**config.mk**
```make
export PLATFORM = sky130hd
export DESIGN_NAME = lfsr_stream_cipher
export DESIGN_NICKNAME = d
export VERILOG_FILES = /design/src/rtl/lfsr_stream_cipher.sv
export SDC_FILE = /design/constraint.sdc
export NUM_CORES = 1
export LEC_CHECK = 0
export ABC_AREA = 1
export BUFFER_PORTS_ARGS = -buffer_cell sky130_fd_sc_hd__buf_2
export CAP_MARGIN = 20
export CORE_MARGIN = 4
export CORE_UTILIZATION = 59
export DETAILED_ROUTE_END_ITERATION = 10
export GPL_TIMING_DRIVEN = 0
export PLACE_DENSITY = 0.8
export SLEW_MARGIN = 20
export SYNTH_ARGS = -nofsm -noshare
export SYNTH_HDL_FRONTEND = slang
export SYNTH_SLANG_ARGS = --single-unit
```
**constraint.sdc**
```tcl
create_clock -name clk -period 3.99 [get_ports clk]
set_input_delay 0.399 -clock clk [delete_from_list [all_inputs] [get_ports clk]]
set_output_delay 0.399 -clock clk [all_outputs]
set_load 0.01 [all_outputs]
```
**src/rtl/lfsr_stream_cipher.sv**
```systemverilog
// LFSR stream cipher: a Fibonacci LFSR seeded by a key generates one keystream bit per clock,
// and each accepted data word is XORed with the next DATA_W keystream bits.
module lfsr_stream_cipher #(
    parameter int unsigned      DATA_W = 8,
    parameter int unsigned      KEY_W  = 6,
    parameter logic [KEY_W-1:0] TAPS   = 6'b110000,
    parameter int unsigned      WARMUP = 0
) (
    input  logic              clk,
    input  logic              rst_n,
    input  logic              load,
    input  logic [KEY_W-1:0]  key,
    input  logic [DATA_W-1:0] datain,
    input  logic              in_valid,
    output logic              in_ready,
    output logic [DATA_W-1:0] dataout,
    output logic              out_valid,
    input  logic              out_ready,
    output logic              ready
);

    localparam int unsigned CntMax = (WARMUP > DATA_W) ? WARMUP : DATA_W;
    localparam int unsigned CntW   = $clog2(CntMax + 1);

    localparam logic [CntW-1:0] GenLast  = CntW'(DATA_W - 1);
    localparam logic [CntW-1:0] WarmLast = (WARMUP > 0) ? CntW'(WARMUP - 1) : '0;

    typedef enum logic [2:0] {
        StIdle,
        StWarm,
        StRdy,
        StGen,
        StOut
    } state_e;

    state_e state_q, state_d;

    logic [KEY_W-1:0]  lfsr_q, lfsr_d;
    logic [CntW-1:0]   cnt_q, cnt_d;
    logic [DATA_W-1:0] ks_q, ks_d;
    logic [DATA_W-1:0] data_q, data_d;
    logic [DATA_W-1:0] dataout_q, dataout_d;
    logic              out_valid_q, out_valid_d;

    logic              fb;
    logic              shift_en;
    logic [DATA_W-1:0] ks_full;

    assign fb = ^(lfsr_q & TAPS);
    // Keystream including the bit generated on this edge; first bit lands in the MSB.
    assign ks_full = {ks_q[DATA_W-2:0], fb};
    // The LFSR is frozen outside WARM/GEN, which keeps the keystream continuous across words.
    assign shift_en = !load && ((state_q == StWarm) || (state_q == StGen));

    // State register
    always_ff @(posedge clk or negedge rst_n) begin
        if (!rst_n) begin
            state_q <= StIdle;
        end else begin
            state_q <= state_d;
        end
    end

    // Next-state logic; load overrides everything
    always_comb begin
        state_d = state_q;
        if (load) begin
            state_d = (WARMUP > 0) ? StWarm : StRdy;
        end else begin
            unique case (state_q)
                StIdle: state_d = StIdle;
                StWarm: if (cnt_q == WarmLast) state_d = StRdy;
                StRdy:  if (in_valid) state_d = StGen;
                StGen:  if (cnt_q == GenLast) state_d = StOut;
                StOut:  if (out_ready) state_d = StRdy;
                default: state_d = StIdle;
            endcase
        end
    end

    // Datapath registers
    always_ff @(posedge clk or negedge rst_n) begin
        if (!rst_n) begin
            lfsr_q      <= '0;
            cnt_q       <= '0;
            ks_q        <= '0;
            data_q      <= '0;
            dataout_q   <= '0;
            out_valid_q <= 1'b0;
        end else begin
            lfsr_q      <= lfsr_d;
            cnt_q       <= cnt_d;
            ks_q        <= ks_d;
            data_q      <= data_d;
            dataout_q   <= dataout_d;
            out_valid_q <= out_valid_d;
        end
    end

    always_comb begin
        lfsr_d      = lfsr_q;
        cnt_d       = cnt_q;
        ks_d        = ks_q;
        data_d      = data_q;
        dataout_d   = dataout_q;
        out_valid_d = out_valid_q;

        if (load) begin
            // An all-zero seed would lock the LFSR at zero forever.
            lfsr_d      = (key == '0) ? KEY_W'(1) : key;
            cnt_d       = '0;
            out_valid_d = 1'b0;
        end else begin
            if (shift_en) begin
                lfsr_d = {lfsr_q[KEY_W-2:0], fb};
                cnt_d  = cnt_q + CntW'(1);
            end
            unique case (state_q)
                StRdy: begin
                    if (in_valid) begin
                        data_d = datain;
                        ks_d   = '0;
                        cnt_d  = '0;
                    end
                end
                StGen: begin
                    ks_d = ks_full;
                    if (cnt_q == GenLast) begin
                        dataout_d   = data_q ^ ks_full;
                        out_valid_d = 1'b1;
                    end
                end
                StOut: begin
                    if (out_ready) begin
                        out_valid_d = 1'b0;
                    end
                end
                default: begin
                end
            endcase
        end
    end

    // Outputs
    always_comb begin
        in_ready  = (state_q == StRdy);
        ready     = (state_q == StRdy) || (state_q == StGen) || (state_q == StOut);
        dataout   = dataout_q;
        out_valid = out_valid_q;
    end

endmodule

```
==> results of run 1 <==
## cell usage in the layout (no fill, tap or decap), types with 2 or more instances in the layout
cell type,n
nand2_1,53
dfrtp_1,37
inv_1,30
buf_2,29
nor2_1,18
nand3_1,11
o21ai_0,9
o22ai_1,8
xnor2_1,8
o21ai_2,7
clkbuf_4,5
xor2_1,3
buf_6,3
clkbuf_1,2
a31oi_1,2
o211ai_1,2
ha_1,2
## per-stage QoR
stage | power (W) | setup WS, ps | hold slack (ps)
floorplan | 0.000721 | 2530 | 103
global placement | 0.000795 | 2180 | 452
detailed placement | 0.000805 | 2160 | 458
CTS | 0.00101 | 2130 | 149
global route | 0.00108 | 1960 | 178
finish | 0.000999 | 2130 | 129
## routing by layer
layer	global-route usage, %	wire [um]
met1	27.2	1670
met2	26.4	1360
met3	6.12	183
met4	6.89	74
met5	0	0
## worst register-to-register path, cell delays in order, from the launching register on
cell,delay (ps)
dfrtp_1,470
inv_1,100
nand2_1,90
nor2_1,260
inv_1,90
o21ai_0,410
nor2_1,100
## flip-flops by register name, summed over array words and instances, names as in the netlist
register,flops
cnt_q,4
data_q,8
dataout,8
ks_q,7
lfsr_q,6
out_valid,1
state_q,3
## logic make-up (layout without fill, tap and decap cells)
family | count (synthesis) | in the layout
AOI/OAI and AO/OA | 33 | 33
and+or+nand+nor | 87 | 87
adders and majority gates | 2 | 2
buffers and inverters | 35 | 71
xor gates and xnor gates | 11 | 11
DFF | 37 | 37
## worst paths after layout
check | from | to | slack [ps]
max | state_q[2] | in_ready | 2130
min | rst_n | state_q[1] | 130
max reg2reg | state_q[2] | cnt_q[3] | 2360
min reg2reg | out_valid | out_valid | 480
max in group asynchronous | rst_n | ks_q[0] | 3350
min in group clk | datain[2] | data_q[2] | 280
## area by class of cell
type	count	share of cell area, %
clock inverter	1	0.370
sequential	37	45.7
tap	31	1.91
inverter	30	5.55
timing repair buffer	29	7.16
buffer	5	2.04
clock buffer	6	2.53
multi-input combinational	133	34.8
## report_power, final
part	leakage, nW	switching (W)	internal, W
registers	0.487	0.0000581	0.000450
logic	0.549	0.000173	0.000116
clock network	0.0303	0.000120	0.0000824
==> metrics.yaml, run 1 <==
grt:
  grt-ovfl-total: 0
  groute.usage.overall_pct: 18.9
  grt_pass1_vias: 1290
  grt_max_degree: 38
  grt_pass1_wl_mm: 5.87
  antenna_found_initial: 0
logic_synthesis:
  synth_simple_gate_area_share_pct: 20.5
  synthMuxAreaShare_pct: 0
  synth_ff_type: "dfrtp_1"
  synth-compound-area-share_pct: 12.2
  netlist_instances: 205
  ys_top_cells_by_count: "nand2_1, dfrtp_1, inv_1"
  synth_top_cell_by_area: "dfrtp_1"
  ys_async_sr_fraction_pct: 100
  synth-seq-cells: 37
  synth-xor-area-share_pct: 5.40
  synth_seq_area_share_pct: 51.9
  synthAdderAreaFrac_pct: 1.40
  synthTopCellsByArea: "dfrtp_1, nand2_1, inv_1"
  synth.top_cell.area_share_pct: 51.9
  yosysMostFrequentCell: "nand2_1"
  synth_top_family_by_area: "simple AND/OR/NAND/NOR gates"
  synth_warnings: 0
  syn_avg_cell_area_sq_um: 8.71
  synth_enable_flop_cells: 0
  synth_area_sq_um: 1790
  syn_nets: 226
  synth.distinct_cells: 25
clock_tree:
  clk_path_buf_depth: 2
  clock-root-buffer: "clkbuf_4"
  cts.sinks: 37
  clock_latency_ps: 350
  cts_resized: 0
  h-tree-depth: 2
  cts.clk_slew.worst_paths_ps: 100
  cts_tree: "built"
  cts_buffers: 5
  cts_hold_buf: 0
  cts_setup_buffers: 0
worst_setup_path:
  end_kind: "output pin"
  critical_path_depth: 4
  crit_fanout: 6
  arrival_ps: 1460
  ff2ff_path_depth: 6
  worstPathRequired_ps: 3590
  slowest_delay_ps: 470
  cp-start-kind: "register"
  cp_cell_sequence: "inv_1, nand2_1, nor2_1, buf_2"
  crit_family: "flip-flops"
  path_buf_inv: 2
  crit_type: "register to output pin"
  slowest_stage: "dfrtp_1"
floorplan:
  fp.dieArea_sq_um: 3970
  start_util_pct: 63.1
  die_w_um: 63.0
  num_rows: 19
  core_sq_um: 2830
  fp.dieH_um: 63.0
  ioPinCount: 30
layout:
  area_growth_pct: 13.6
  final_util_pct: 71.7
  nets: 262
  stdcell_count: 272
  drive_gt1_share_pct: 20.7
  seqCellArea_sq_um: 926
  design_area_sq_um: 2030
  nFillCells: 237
  antenna_cells: 0
  multi_input_area_sq_um: 706
placement:
  placed_area_sq_um: 1970
  dp_cells: 265
  port_buffers: 29
  gp_congestion: 0.896
  hpwl_mm: 2.46
timing:
  period_needed_ps: 1860
  slew_headroom_pct: 44.5
  rsz0062_at_grt: "false"
  slew_viol_final: 0
  hold_viol: 0
  setup_violations: 0
  tightest_slew_ps: 827
  skew_ps: 10.1
  max_clock_freq_mhz: 538
  fin_crit_sh_pct: 46.6
  fin_setup_tns_ps: 0
routing:
  drt_wl_total_mm: 3.29
  drtPass1Iterations: 4
  drc: 0
  vias: 1410
  wire_per_inst_um: 12.1
  avgViaCountPerCell: 5.18
  dr.first_iter.drc_count: 52
  final_antenna_net_count: 0
power_and_ir_drop:
  leakage_nw: 1.07
  peakVddDrop_v: 0.000348
  p_per_area_nw_per_um2: 493
job:
  maxCapViolations: 0
run_status:
  outcome: "complete, no violations"
min_path:
  hold_class: "input port to asynchronous set/reset pin"
(Power assumes the default switching activity.)
==> run 2: changes to the inputs <==
ABC_AREA = 0   (was 1)
CORE_UTILIZATION = 50   (was 59)
PLACE_DENSITY = 0.72   (was 0.8)
clock period = 1.7 ns   (was 3.99 ns; I/O delays follow)
==> run 2 against run 1 <==
Combinational power is 68% higher. Register-to-register slack got worse by 2300 ps. Synthesized cell count shrank 26%. Core utilization fell by 9.6 points. Via count down 11%. Sequential cell count did not move. Cell area up 3.8%. Hold slack worse by 92 ps. First-iteration DRC count increased by 46%. Sequential share of layout area down 1.7 points. Global-route usage down 0.67 points.
==> metrics.yaml, run 2 <==
worst_setup_path:
  cp-endpoint: "dataout[0]"  # was in_ready
  cp-start-kind: "register"  # unchanged
  regToRegStartpoint: "state_q[2]"  # unchanged
  cpMostUsedCell: "buf_6"
  slowest_delay_ps: 390  # was 470 ps
  crit_fanout: 10  # was 6
  slowest_stage: "dfrtp_1"  # unchanged
  arrival_ps: 1840  # was 1460 ps
  worstPathRequired_ps: 1940  # was 3590 ps
  cp_cell_sequence: "buf_6, and4bb_4, and2_1, buf_6, mux2_1"  # was inv_1, nand2_1, nor2_1, buf_2
  critical_path_depth: 5  # was 4
  cp-startpoint: "state_q[2]"  # unchanged
  crit_type: "register to register"  # was register to output pin
  end_kind: "register"  # was output pin
  r2r_slack_ps: 110  # was 2360 ps
  crit_family: "simple AND/OR/NAND/NOR gates"  # was flip-flops
  r2r_end: "dataout[0]"  # was cnt_q[3]
  ff2ff_path_depth: 5  # was 6
  path_buf_inv: 2  # unchanged
timing:
  tightest_slew_ps: 820  # was 827 ps
  rsz0062_at_grt: "false"  # unchanged
  max_clock_freq_mhz: 627
  period_needed_ps: 1590
  slew_headroom_pct: 45.3  # was 44.5%
  setup_violations: 0  # unchanged
  slew_viol_final: 0  # unchanged
  fin_setup_tns_ps: 0  # unchanged
  fin_crit_sh_pct: 93.8
  hold_viol: 0  # unchanged
  skew_ps: 6.17  # was 10.1 ps
  setup_slack_ps: 106  # was 2130 ps
layout:
  antenna_cells: 0  # unchanged
  layout_common_cells: "dfrtp_1, buf_2, a21oi_1"  # was nand2_1, dfrtp_1, inv_1
  area_growth_pct: 17.6  # was 13.6%
  final_common_cell: "dfrtp_1"  # was nand2_1
  stdcell_count: 236  # was 272
  nets: 210  # was 262
  design_area_sq_um: 2110  # was 2030 sq um
  drive_gt1_share_pct: 30.5  # was 20.7%
logic_synthesis:
  syn_avg_cell_area_sq_um: 11.8  # was 8.71 sq um
  synth_enable_flop_cells: 0  # unchanged
  synthTopCellsByArea: "dfrtp_1, mux2_4, a21oi_1"  # was dfrtp_1, nand2_1, inv_1
  netlist_instances: 152  # was 205
  syn_nets: 173  # was 226
  synth_warnings: 0  # unchanged
  synth.top_cell.area_share_pct: 51.7  # was 51.9%
  synth_ff_type: "dfrtp_1"  # unchanged
  synth_top_cell_by_area: "dfrtp_1"  # unchanged
  synth_area_sq_um: 1790  # about the same
  ys_top_cells_by_count: "dfrtp_1, a21oi_1, nand2_1"  # was nand2_1, dfrtp_1, inv_1
  synth_seq_area_share_pct: 51.7  # was 51.9%
  ys_async_sr_fraction_pct: 100  # unchanged
  synth-seq-cells: 37  # unchanged
  synth.distinct_cells: 40  # was 25
  yosysMostFrequentCell: "dfrtp_1"  # was nand2_1
clock_tree:
  cts_tree: "built"  # unchanged
  clk_path_buf_depth: 2  # unchanged
  clock-root-buffer: "clkbuf_4"  # unchanged
  cts.sinks: 37  # unchanged
  h-tree-depth: 2  # unchanged
  cts.clk_slew.worst_paths_ps: 120  # was 100 ps
  clock_latency_ps: 350  # about the same
  cts_buffers: 5  # unchanged
routing:
  drtPass1Iterations: 4  # unchanged
  final_antenna_net_count: 0  # unchanged
  dr.first_iter.drc_count: 76  # was 52
  wire_per_inst_um: 15.3  # was 12.1 um
  vias: 1253  # was 1410
  drc: 0  # unchanged
  drt_wl_total_mm: 3.61  # was 3.29 mm
  avgViaCountPerCell: 5.31  # was 5.18
floorplan:
  ioPinCount: 30  # unchanged
  start_util_pct: 52.8  # was 63.1%
  core_sq_um: 3390  # was 2830 sq um
  die_w_um: 67.8  # was 63.0 um
  fp.dieH_um: 67.8  # was 63.0 um
  num_rows: 21  # was 19
  fp.dieArea_sq_um: 4600  # was 3970 sq um
power_and_ir_drop:
  p_per_area_nw_per_um2: 1110  # was 493 nW/um^2
  leakage_nw: 1.01  # was 1.07 nW
  peakVddDrop_v: 0.000561  # was 0.000348 V
run_status:
  outcome: "complete, no violations"  # unchanged
job:
  maxCapViolations: 0  # unchanged
placement:
  port_buffers: 29  # unchanged
  gp_congestion: 0.774  # was 0.896
  placed_area_sq_um: 1990  # was 1970 sq um
  place_ws_ps: 123  # was 2160 ps
  hpwl_mm: 2.52  # was 2.46 mm
  dp_cells: 227  # was 265
grt:
  grt_max_degree: 38  # unchanged
  groute.usage.overall_pct: 18.2  # was 18.9%
  grt_pass1_wl_mm: 6.08  # was 5.87 mm
  antenna_found_initial: 0  # unchanged
  grt-ovfl-total: 0  # unchanged
  grt_pass1_vias: 1302  # was 1290
min_path:
  min_from: "datain[5]"
  hold_class: "input port to register"  # was input port to asynchronous set/reset pin
## run 2: changes by cell type after synthesis, sizes merged, moves of 9 or more
cell,delta
a21oi,+19
nand3,-11
nand2,-46
o21ai,-11
mux2,+9
nor2,-16
inv,-26
## run 2: metal layers
layer / vias up / global-route usage [%] / part of all wire, %
li1: 614 / - / -
met1: 607 / 23.2 / 48
met2: 27 / 28.6 / 45
met3: 5 / 6.40 / 5.1
met4: 0 / 6.70 / 1.5
met5: - / 0 / 0
## run 2: kinds of logic (layout without fill, tap and decap cells)
logic type               Yosys count  count (layout)  synth area share [%]
AO/OA/AOI/OAI                     41              41                  14.2
XOR/XNOR                          10              10                  4.89
adder cells (fa/ha/maj)            2               2                  1.40
buffers and inverters             15              53                  5.45
flip-flops                        37              37                  51.7
multiplexers                      16              16                  11.3
AND/OR/NAND/NOR                   31              31                  11.1
## run 2: report_power, final
part / switching, W / internal (W) / leakage, nW
registers: 0.0000925 / 0.000995 / 0.480
logic: 0.000211 / 0.000275 / 0.475
clock network: 0.000314 / 0.000455 / 0.0552
total: 0.000618 / 0.00172 / 1.01
## run 2: layout make-up
class / instances / area (sq um)
clock inverter: 3 / 65.1
tap: 46 / 57.6
fill: 278 / 1280
multi-input combinational: 100 / 767
sequential: 37 / 926
buffer: 11 / 82.6
clock buffer: 5 / 37.5
inverter: 4 / 15.0
timing repair buffer: 30 / 155
## run 2: worst reg2reg max path: stages, from the launching register on
cell      delay [ps]
dfrtp_1          390
buf_6            140
and4bb_4         340
and2_1           160
buf_6            140
mux2_1           320
## run 2: timing repair
item                                   CTS  global route
resized for setup                        0             0
buffers inserted                         0             0
endpoints found under the hold margin   37             0
hold buffers                             1             0
## run 2: metrics by stage
step                util [%]  hold WS (ps)  total power (W)
finish                  62.1          36.7          0.00234
global route            62.1          8.17          0.00246
CTS                     62.1          22.6          0.00236
detailed placement      58.8           308          0.00159
global placement        58.8           299          0.00157
floorplan                  -          -126          0.00146
## run 2: worst min-delay path by stage
stage | end | cells past startpoint
2_1_floorplan | cnt_q[0] | 0
3_3_place_gp | state_q[2] | 1
3_5_place_dp | out_valid | 1
4_1_cts | data_q[5] | 2
5_1_grt | data_q[5] | 2
6_report | data_q[5] | 2
